**src/rtl/triggered_pulse_sequencer_pkg.sv**
```systemverilog
// Shared types, default widths and timing helper for the triggered pulse sequencer.
package triggered_pulse_sequencer_pkg;

  typedef enum logic [2:0] {
    ST_IDLE  = 3'd0,
    ST_DELAY = 3'd1,
    ST_HIGH  = 3'd2,
    ST_LOW   = 3'd3,
    ST_DONE  = 3'd4
  } state_e;

  localparam int DEFAULT_CNT_W = 32;
  localparam int DEFAULT_NUM_W = 16;

  // Widest counter the helper can handle; callers zero-extend into it.
  localparam int MAX_CNT_W = 64;

  // Low time between pulses: period minus high time, but never below one cycle.
  function automatic logic [MAX_CNT_W-1:0] eff_low_len(input logic [MAX_CNT_W-1:0] period,
                                                      input logic [MAX_CNT_W-1:0] w);
    if (period > w) return period - w;
    else            return MAX_CNT_W'(1);
  endfunction

endpackage

```
**src/rtl/triggered_pulse_sequencer_phase_counter.sv**
```systemverilog
// Loadable down-counter that parks at zero; zero_o marks the last cycle of a phase.
module triggered_pulse_sequencer_phase_counter #(
  parameter int CNT_W = 32
) (
  input  logic             clk,
  input  logic             reset,
  input  logic             load_i,
  input  logic [CNT_W-1:0] load_val_i,
  output logic             zero_o
);

  logic [CNT_W-1:0] cnt_q;

  always_ff @(posedge clk) begin
    if (reset)                cnt_q <= '0;
    else if (load_i)          cnt_q <= load_val_i;
    else if (cnt_q != '0)     cnt_q <= cnt_q - CNT_W'(1);
  end

  assign zero_o = (cnt_q == '0);

endmodule

```
**src/rtl/triggered_pulse_sequencer.sv**
```systemverilog
// Trigger-started pulse train: delay, N pulses of width W / period P, then DONE.
// Optional abort input enabled by defining TRIGGERED_PULSE_SEQUENCER_ABORT_EN.
module triggered_pulse_sequencer
  import triggered_pulse_sequencer_pkg::*;
#(
  parameter int CNT_W = DEFAULT_CNT_W,
  parameter int NUM_W = DEFAULT_NUM_W
) (
  input  logic             clk,
  input  logic             reset,
  input  logic             trig,
  input  logic             rearm,
`ifdef TRIGGERED_PULSE_SEQUENCER_ABORT_EN
  input  logic             abort,
`endif
  input  logic [CNT_W-1:0] cfg_delay,
  input  logic [CNT_W-1:0] cfg_width,
  input  logic [CNT_W-1:0] cfg_period,
  input  logic [NUM_W-1:0] cfg_num,
  output logic             pulse_out,
  output logic             busy,
  output logic             done,
  output logic [NUM_W-1:0] pulse_idx
);

  state_e           state_q, state_d;
  logic             trig_q;
  logic [CNT_W-1:0] width_q, width_d;
  logic [CNT_W-1:0] low_q, low_d;
  logic [NUM_W-1:0] num_q, num_d;
  logic [NUM_W-1:0] idx_q, idx_d;
  logic             pulse_q, busy_q, done_q;

  logic             cnt_load;
  logic [CNT_W-1:0] cnt_load_val;
  logic             cnt_zero;

  logic             trig_event;
  logic [CNT_W-1:0] width_new, low_new;

  assign trig_event = trig & ~trig_q;
  assign width_new  = (cfg_width == '0) ? CNT_W'(1) : cfg_width;
  assign low_new    = CNT_W'(eff_low_len(MAX_CNT_W'(cfg_period), MAX_CNT_W'(width_new)));

  triggered_pulse_sequencer_phase_counter #(
    .CNT_W(CNT_W)
  ) u_phase_counter (
    .clk       (clk),
    .reset     (reset),
    .load_i    (cnt_load),
    .load_val_i(cnt_load_val),
    .zero_o    (cnt_zero)
  );

  // Phase counters are loaded with length-1 on entry, so a phase ends when they read zero.
  always_comb begin
    state_d      = state_q;
    width_d      = width_q;
    low_d        = low_q;
    num_d        = num_q;
    idx_d        = idx_q;
    cnt_load     = 1'b0;
    cnt_load_val = '0;
    case (state_q)
      ST_IDLE: begin
        if (trig_event) begin
          width_d = width_new;
          low_d   = low_new;
          num_d   = cfg_num;
          if (cfg_num == '0) begin
            state_d = ST_DONE;
          end else if (cfg_delay == '0) begin
            state_d      = ST_HIGH;
            idx_d        = NUM_W'(1);
            cnt_load     = 1'b1;
            cnt_load_val = width_new - CNT_W'(1);
          end else begin
            state_d      = ST_DELAY;
            cnt_load     = 1'b1;
            cnt_load_val = cfg_delay - CNT_W'(1);
          end
        end
      end
      ST_DELAY, ST_LOW: begin
        if (cnt_zero) begin
          state_d      = ST_HIGH;
          idx_d        = idx_q + NUM_W'(1);
          cnt_load     = 1'b1;
          cnt_load_val = width_q - CNT_W'(1);
        end
      end
      ST_HIGH: begin
        if (cnt_zero) begin
          if (idx_q == num_q) begin
            state_d = ST_DONE;
          end else begin
            state_d      = ST_LOW;
            cnt_load     = 1'b1;
            cnt_load_val = low_q - CNT_W'(1);
          end
        end
      end
      ST_DONE: begin
        if (rearm) begin
          state_d = ST_IDLE;
          idx_d   = '0;
        end
      end
      default: begin
        state_d = ST_IDLE;
        idx_d   = '0;
      end
    endcase
`ifdef TRIGGERED_PULSE_SEQUENCER_ABORT_EN
    if (abort && (state_q != ST_IDLE)) begin
      state_d      = ST_IDLE;
      idx_d        = '0;
      cnt_load     = 1'b1;
      cnt_load_val = '0;
    end
`endif
  end

  // Outputs are decoded from the next state so they move on the same edge as the state.
  always_ff @(posedge clk) begin
    if (reset) begin
      state_q <= ST_IDLE;
      trig_q  <= 1'b0;
      width_q <= '0;
      low_q   <= '0;
      num_q   <= '0;
      idx_q   <= '0;
      pulse_q <= 1'b0;
      busy_q  <= 1'b0;
      done_q  <= 1'b0;
    end else begin
      state_q <= state_d;
      trig_q  <= trig;
      width_q <= width_d;
      low_q   <= low_d;
      num_q   <= num_d;
      idx_q   <= idx_d;
      pulse_q <= (state_d == ST_HIGH);
      busy_q  <= (state_d == ST_DELAY) || (state_d == ST_HIGH) || (state_d == ST_LOW);
      done_q  <= (state_d == ST_DONE);
    end
  end

  assign pulse_out = pulse_q;
  assign busy      = busy_q;
  assign done      = done_q;
  assign pulse_idx = idx_q;

endmodule
```
**config.mk**
```make
export PLATFORM = sky130hd
export DESIGN_NAME = triggered_pulse_sequencer
export DESIGN_NICKNAME = d
export VERILOG_FILES = /design/src/rtl/triggered_pulse_sequencer_pkg.sv /design/src/rtl/triggered_pulse_sequencer_phase_counter.sv /design/src/rtl/triggered_pulse_sequencer.sv
export SDC_FILE = /design/constraint.sdc
export NUM_CORES = 1
export LEC_CHECK = 0
export BUFFER_PORTS_ARGS = -buffer_cell sky130_fd_sc_hd__buf_2
export CORE_MARGIN = 2
export CORE_UTILIZATION = 50
export DETAILED_ROUTE_END_ITERATION = 12
export PLACE_DENSITY = 0.77
export SLEW_MARGIN = 20
export SYNTH_ARGS = -nofsm -noshare
export SYNTH_HDL_FRONTEND = slang
export SYNTH_HIERARCHICAL = 1
export SYNTH_SLANG_ARGS = --single-unit
```
**constraint.sdc**
```tcl
create_clock -name clk -period 9.75 [get_ports clk]
set_clock_uncertainty 0.2 [all_clocks]
set_input_delay 0.975 -clock clk [delete_from_list [all_inputs] [get_ports clk]]
set_output_delay 0.975 -clock clk [all_outputs]
set_load 0.02 [all_outputs]
```
---- Yosys cells after proc, flatten, opt, wreduce, memory -nomap -nowiden ----
Index checks and enable logic that the tools add are counted.
cells by class
  $add $sub $neg .......................... 7
  multipliers ............................. 0
  div/mod/pow operators ................... 0
  order comparisons ....................... 1
  equality and inequality tests ........... 14
  shift-type cells ........................ 0
  muxes and demuxes ....................... 31
  bitwise operators ....................... 3
  reduce and logical (&&, ||, !) cells .... 12
operators by type and width
  operator                                             count
  two-way mux 32 bit                                   10
  subtractor 32 x 1 -> 32 bit (second input constant)  5
  zero test 32 bit                                     3
  case mux 32 bit (3 select lines)                     1
  two-way mux 16 bit                                   5
  case mux 16 bit (4 select lines)                     1
  > comparator 32 bit                                  1
  nonzero test 32 bit                                  1
  subtractor 32 bit                                    1
  two-way mux 3 bit                                    6
  adder 16 x 1 -> 16 bit (second input constant)       1
  == test 16 bit                                       1
  zero test 16 bit                                     1
  == test 3 x 2 -> 1 bit (second input constant)       4
  case mux 3 bit (4 select lines)                      1
  inequality test 2 bit (second input constant)        5
  == test 3 x 1 -> 1 bit (second input constant)       2
  == test 3 bit (second input constant)                2
  AND reduction 6 bit                                  1
  two-way mux 1 bit                                    5
  zero test 3 bit                                      1
  case mux 1 bit (3 select lines)                      1
  logical OR 1 bit                                     2
  two-way mux 2 bit                                    1
  other kinds (5)                                      6
storage, ports and cells
  flip-flop bits (word level) ............. 135
  latch bits .............................. 0
  bits in writable memories ............... 0
  bits in read-only memories .............. 0
  input bits .............................. 116
  output and inout bits ................... 19
  word-level logic and storage cells ...... 78
  memories kept ........................... 0

---- Longest topological paths before layout ----
  depth in word-level cells ............... 8
  mapped depth ............................ 19
  gate-level depth less buffers ........... 15

---- Hierarchy ----
The synthesis kept the hierarchy.
by module, submodules not included
  module                                   instances  cells an instance  area each (sq um)  sequential area each (sq um)
  triggered_pulse_sequencer                1          1,172              8,587.0            2,062.0
  triggered_pulse_sequencer_phase_counter  1          213                1,825.5            640.6

---- Worst setup path before layout ----
No wires, ideal clock.
  path type ............................... input-to-reg
  from .................................... input port cfg_width[3]
  to ...................................... register low_q[23]
  library setup time ...................... 0.117 ns
  arrival ................................. 4.861 ns
  required time ........................... 9.433 ns
  path slack .............................. 4.573 ns
  stages .................................. 16
  buffers on the path ..................... 2
  cells stage by stage .................... or4_1 clkbuf_1 nor3_1 a41o_1 ha_1 inv_1 fa_1 a211oi_1 nor2_1 o41ai_1 a21oi_1 a2bb2oi_1 a211oi_1 nor2b_1 clkbuf_1 a22o_1
between the ends
  longest elaborated chain between the ends .. 4
  elaborated cells on any way between the ends .. 5
  those cells by class .................... 1 x add/sub; 1 x order compare; 2 x mux; 1 x reduce/logical
ends and longest elaborated chain
  element                                                          line                                 RTL
  start: declaration                                               triggered_pulse_sequencer.sv:17      input logic [CNT_W-1:0] cfg_width,
  zero test 32 bit *                                               triggered_pulse_sequencer.sv:42      assign width_new = (cfg_width == '0) ? CNT_W'(1) : cfg_width;
  two-way mux 32 bit *                                             triggered_pulse_sequencer.sv:42
  named net width_new[0]                                           triggered_pulse_sequencer.sv:39      logic [CNT_W-1:0] width_new, low_new;
  subtractor 32 bit / > comparator 32 bit (equally long branches)  triggered_pulse_sequencer_pkg.sv:21  if (period > w) return period - w;
  two-way mux 32 bit *                                             triggered_pulse_sequencer_pkg.sv:21
  end signal: assignment                                           triggered_pulse_sequencer.sv:140     low_q <= low_d;
  end: declaration                                                 triggered_pulse_sequencer.sv:29      logic [CNT_W-1:0] low_q, low_d;
The timed path passes the listed nets; every way through them passes the cells marked *.
A chain may end at the register's enable or synchronous reset.

---- Worst setup path in the final report ----
  from .................................... input port cfg_width[16]
  to ...................................... register low_q[22]
The elaborated chain is that of the path after synthesis.

==> key figures <==
Setup path
  • Worst EP arrival: 6210 ps
  • CP endpoint kind: register
  • CP Max Fanout: 21
  • WP data required: 9880 ps
  • Crit-path slowest cell: o41ai_1
  • R2r worst-path depth: 15
  • CP startpoint kind: primary input
  • CP Class: primary input to register
  • Worst path cell trace: buf_2 > or4_1 > nor3_1 > a41o_1 > ha_1 > inv_1 > fa_1 > a211oi_1 > nor2_1 > o41ai_1 > a21oi_1 > a2bb2oi_1 > a211oi_2 > buf_4 > nor2b_1 > a32o_1
  • CP peak stage delay: 870 ps

Layout
  • Area Overhead vs Synth: 14.3%
  • Share of layout cells above drive strength 1: 15.1%
  • Final net count: 1643
  • Inserted Diodes: 0
  • Design Area, Final: 0.0119 mm2

Yosys
  • Yosys warnings: 6
  • Synth area leaders: dfxtp_1 26%, xnor2_1 8.2%, nand2_1 6.8%
  • Most frequent cell after synthesis: nand2_1
  • EDFF count, synth: 0
  • Top_reg_cell synth: dfxtp_1
  • Post-synthesis sequential area ratio: 26.0%
  • Yosys top cell area share: 26.0%
  • Synth Cell Area: 0.0104 mm2
  • Syn Area/Cell: 7.52 um2
  • #FFs+latches synth: 135
  • Cell variety after synth: 83
  • Syn nets: 1539
  • Post-synthesis instance total: 1385
  • Largest area contributor in the netlist: dfxtp_1
  • Post-synth ARST share: 0%
  • Synth top cells by count: 189 x nand2_1, 135 x dfxtp_1, 129 x a21oi_1

Pwr
  • Leakage dissipation: 4.80 nW
  • Power Density: 203 mW/mm2
  • Worst VDD drop: 0.000132 V

Clock tree
  • TritonCTS Sinks: 135
  • H-tree lvl count: 4
  • Num CTS Buffers: 17
  • Post-CTS resize count: 0
  • Worst-Skew Late Latency: 440 ps
  • Max Root-Sink Buffers: 2
  • # Post-CTS Setup Buffers: 0
  • Root Driver: clkbuf_16
  • Hold_buf cts: 0
  • CTS tree: done
  • Clock transition at the registers of the reported paths: 60 ps

GRT
  • Largest net degree at the start of global routing: 94
  • Initial antenna violation count: 1
  • Grt total ovfl: 0
  • First-pass GRT wire length: 53300 um
  • Gr usage total: 30.6%
  • Vias in the first global route: 10.1k

Route
  • Drc violations: 0
  • Vias: 10.9k
  • Drt pass-1 iters: 8
  • DRT iter0 DRCs: 1264
  • Final Routed Wirelength: 33800 um
  • Avg WL per Cell: 19.1 um
  • Post-route ant nets: 0
  • Post-DR vias/cell: 6.17

Placed design
  • Port bufs: 134
  • Area after DPL: 0.0113 mm2
  • Gp weighted congestion: 0.978
  • DPL Wire Length: 25500 um

Floorplan
  • Row count: 52
  • Chip width: 148 um
  • Ports: 135
  • Initial Util: 51.1%
  • Vert. Die Dim: 148 um
  • Die area: 0.0220 mm2
  • Core area: 0.0204 mm2

STA
  • Setup TNS: 0 ps
  • F_max: 164 MHz
  • Setup Viol. Count Final: 0
  • Fin. max-slew vios: 0
  • Tightest Pin Transition: 1000 ps
  • Tmin final: 6080 ps
  • Final hold viol count: 0
  • Post-route clock period utilization: 62.4%
  • RSZ-0062 raised after global routing: false
  • Slew headroom: 32.6%
  • WHS: 273 ps

Job
  • MaxCap Viol Count: 0

Worst hold path
  • Worst Hold Class: register to register
  • Hold depth: 2

Status
  • Status: complete, no violations
-- sequential cells by signal, summed over array words and instances (netlist names) --
name	flops
busy	1
done	1
low_q	32
num_q	16
pulse_idx	16
pulse_out	1
state_q	3
trig_q	1
u_phase_counter/cnt_q	32
width_q	32
-- logic make-up (layout without fill, tap and decap cells) --
logic type | Yosys count | in the layout | share of synthesized area (%)
AO/OA/AOI/OAI | 352 | 352 | 22.9
XOR/XNOR | 152 | 152 | 12.8
adder cells (fa/ha/maj) | 38 | 38 | 4.64
buffers and inverters | 118 | 235 | 4.64
flip-flops | 135 | 135 | 26.0
multiplexers | 9 | 9 | 0.889
AND/OR/NAND/NOR | 581 | 581 | 28.2
-- cells in the final DEF (no fill, tap or decap), drive strengths merged, types with 5 or more instances in the layout --
cell and count:
a22o 12, or3 26, nor2b 10, o21a 8, nor2 123, o21ai 58, nand4 21, nand4b 5
nor3 48, ha 37, dfxtp 135, nand2 190, o221ai 23, nand2b 17, or4 22, a22oi 19
clkbuf 17, o211a 8, nor4 47, a21o 18, a2111oi 5, nand3 35, a211oi 10, o31ai 6
xnor2 98, and3 10, mux2i 7, a31oi 7, a21oi 129, nand3b 7, or2 7, xor2 54
o41ai 7, and2 6, o21bai 7, inv 60, buf 147
-- layout make-up --
| class | instances | area, um2 |
|---|---|---|
| flip-flops and latches | 135 | 2700 |
| inverters | 56 | 211 |
| clock buffers | 17 | 425 |
| clock inverters | 15 | 214 |
| fillers | 1884 | 8470 |
| repair buffers | 147 | 768 |
| well taps | 270 | 338 |
| multi-input cells | 1132 | 7240 |
-- final timing paths --
kind | start | to | slack [ps]
setup / recovery | cfg_width[16] | low_q[22]$_SDFFE_PP0P_ | 3670
hold / removal | num_q[11]$_SDFFE_PP0P_ | num_q[11]$_SDFFE_PP0P_ | 270
setup reg to reg | u_phase_counter/cnt_q[0]$_SDFFE_PP0P_ | u_phase_counter/cnt_q[28]$_SDFFE_PP0P_ | 4850
hold reg to reg | num_q[11]$_SDFFE_PP0P_ | num_q[11]$_SDFFE_PP0P_ | 270
-- critical path: cells and delay by family --
kind                     cells  cell delay, ps
AND/OR/NAND/NOR              4            1540
adder cells (fa/ha/maj)      2             600
buffers and inverters        3             430
AO/OA/AOI/OAI                7            2670
-- layer usage --
| layer | share of wire, % | global-route usage [%] |
|---|---|---|
| met3 | 7.9 | 4.97 |
| met4 | 4.3 | 13.2 |
| met1 | 42 | 39.7 |
| met2 | 46 | 50.3 |
| met5 | 0 | 0 |
-- per-stage QoR --
step	setup slack [ps]	instances	total power [mW]	util [%]
floorplan	4570	1385	1.46	-
global placement	3430	1740	1.67	55.3
detailed placement	3370	1740	1.69	55.3
CTS	3790	1772	2.40	58.4
global route	3320	1772	2.55	58.4
finish	3670	1772	2.41	58.4
-- power breakdown --
part	internal, mW	switching (mW)	total, mW	leakage, nW
sequential	0.635	0.0878	0.722	1.10
combinational	0.385	0.595	0.980	3.40
clock	0.434	0.275	0.709	0.299
Power figures use the tool's default switching activity.
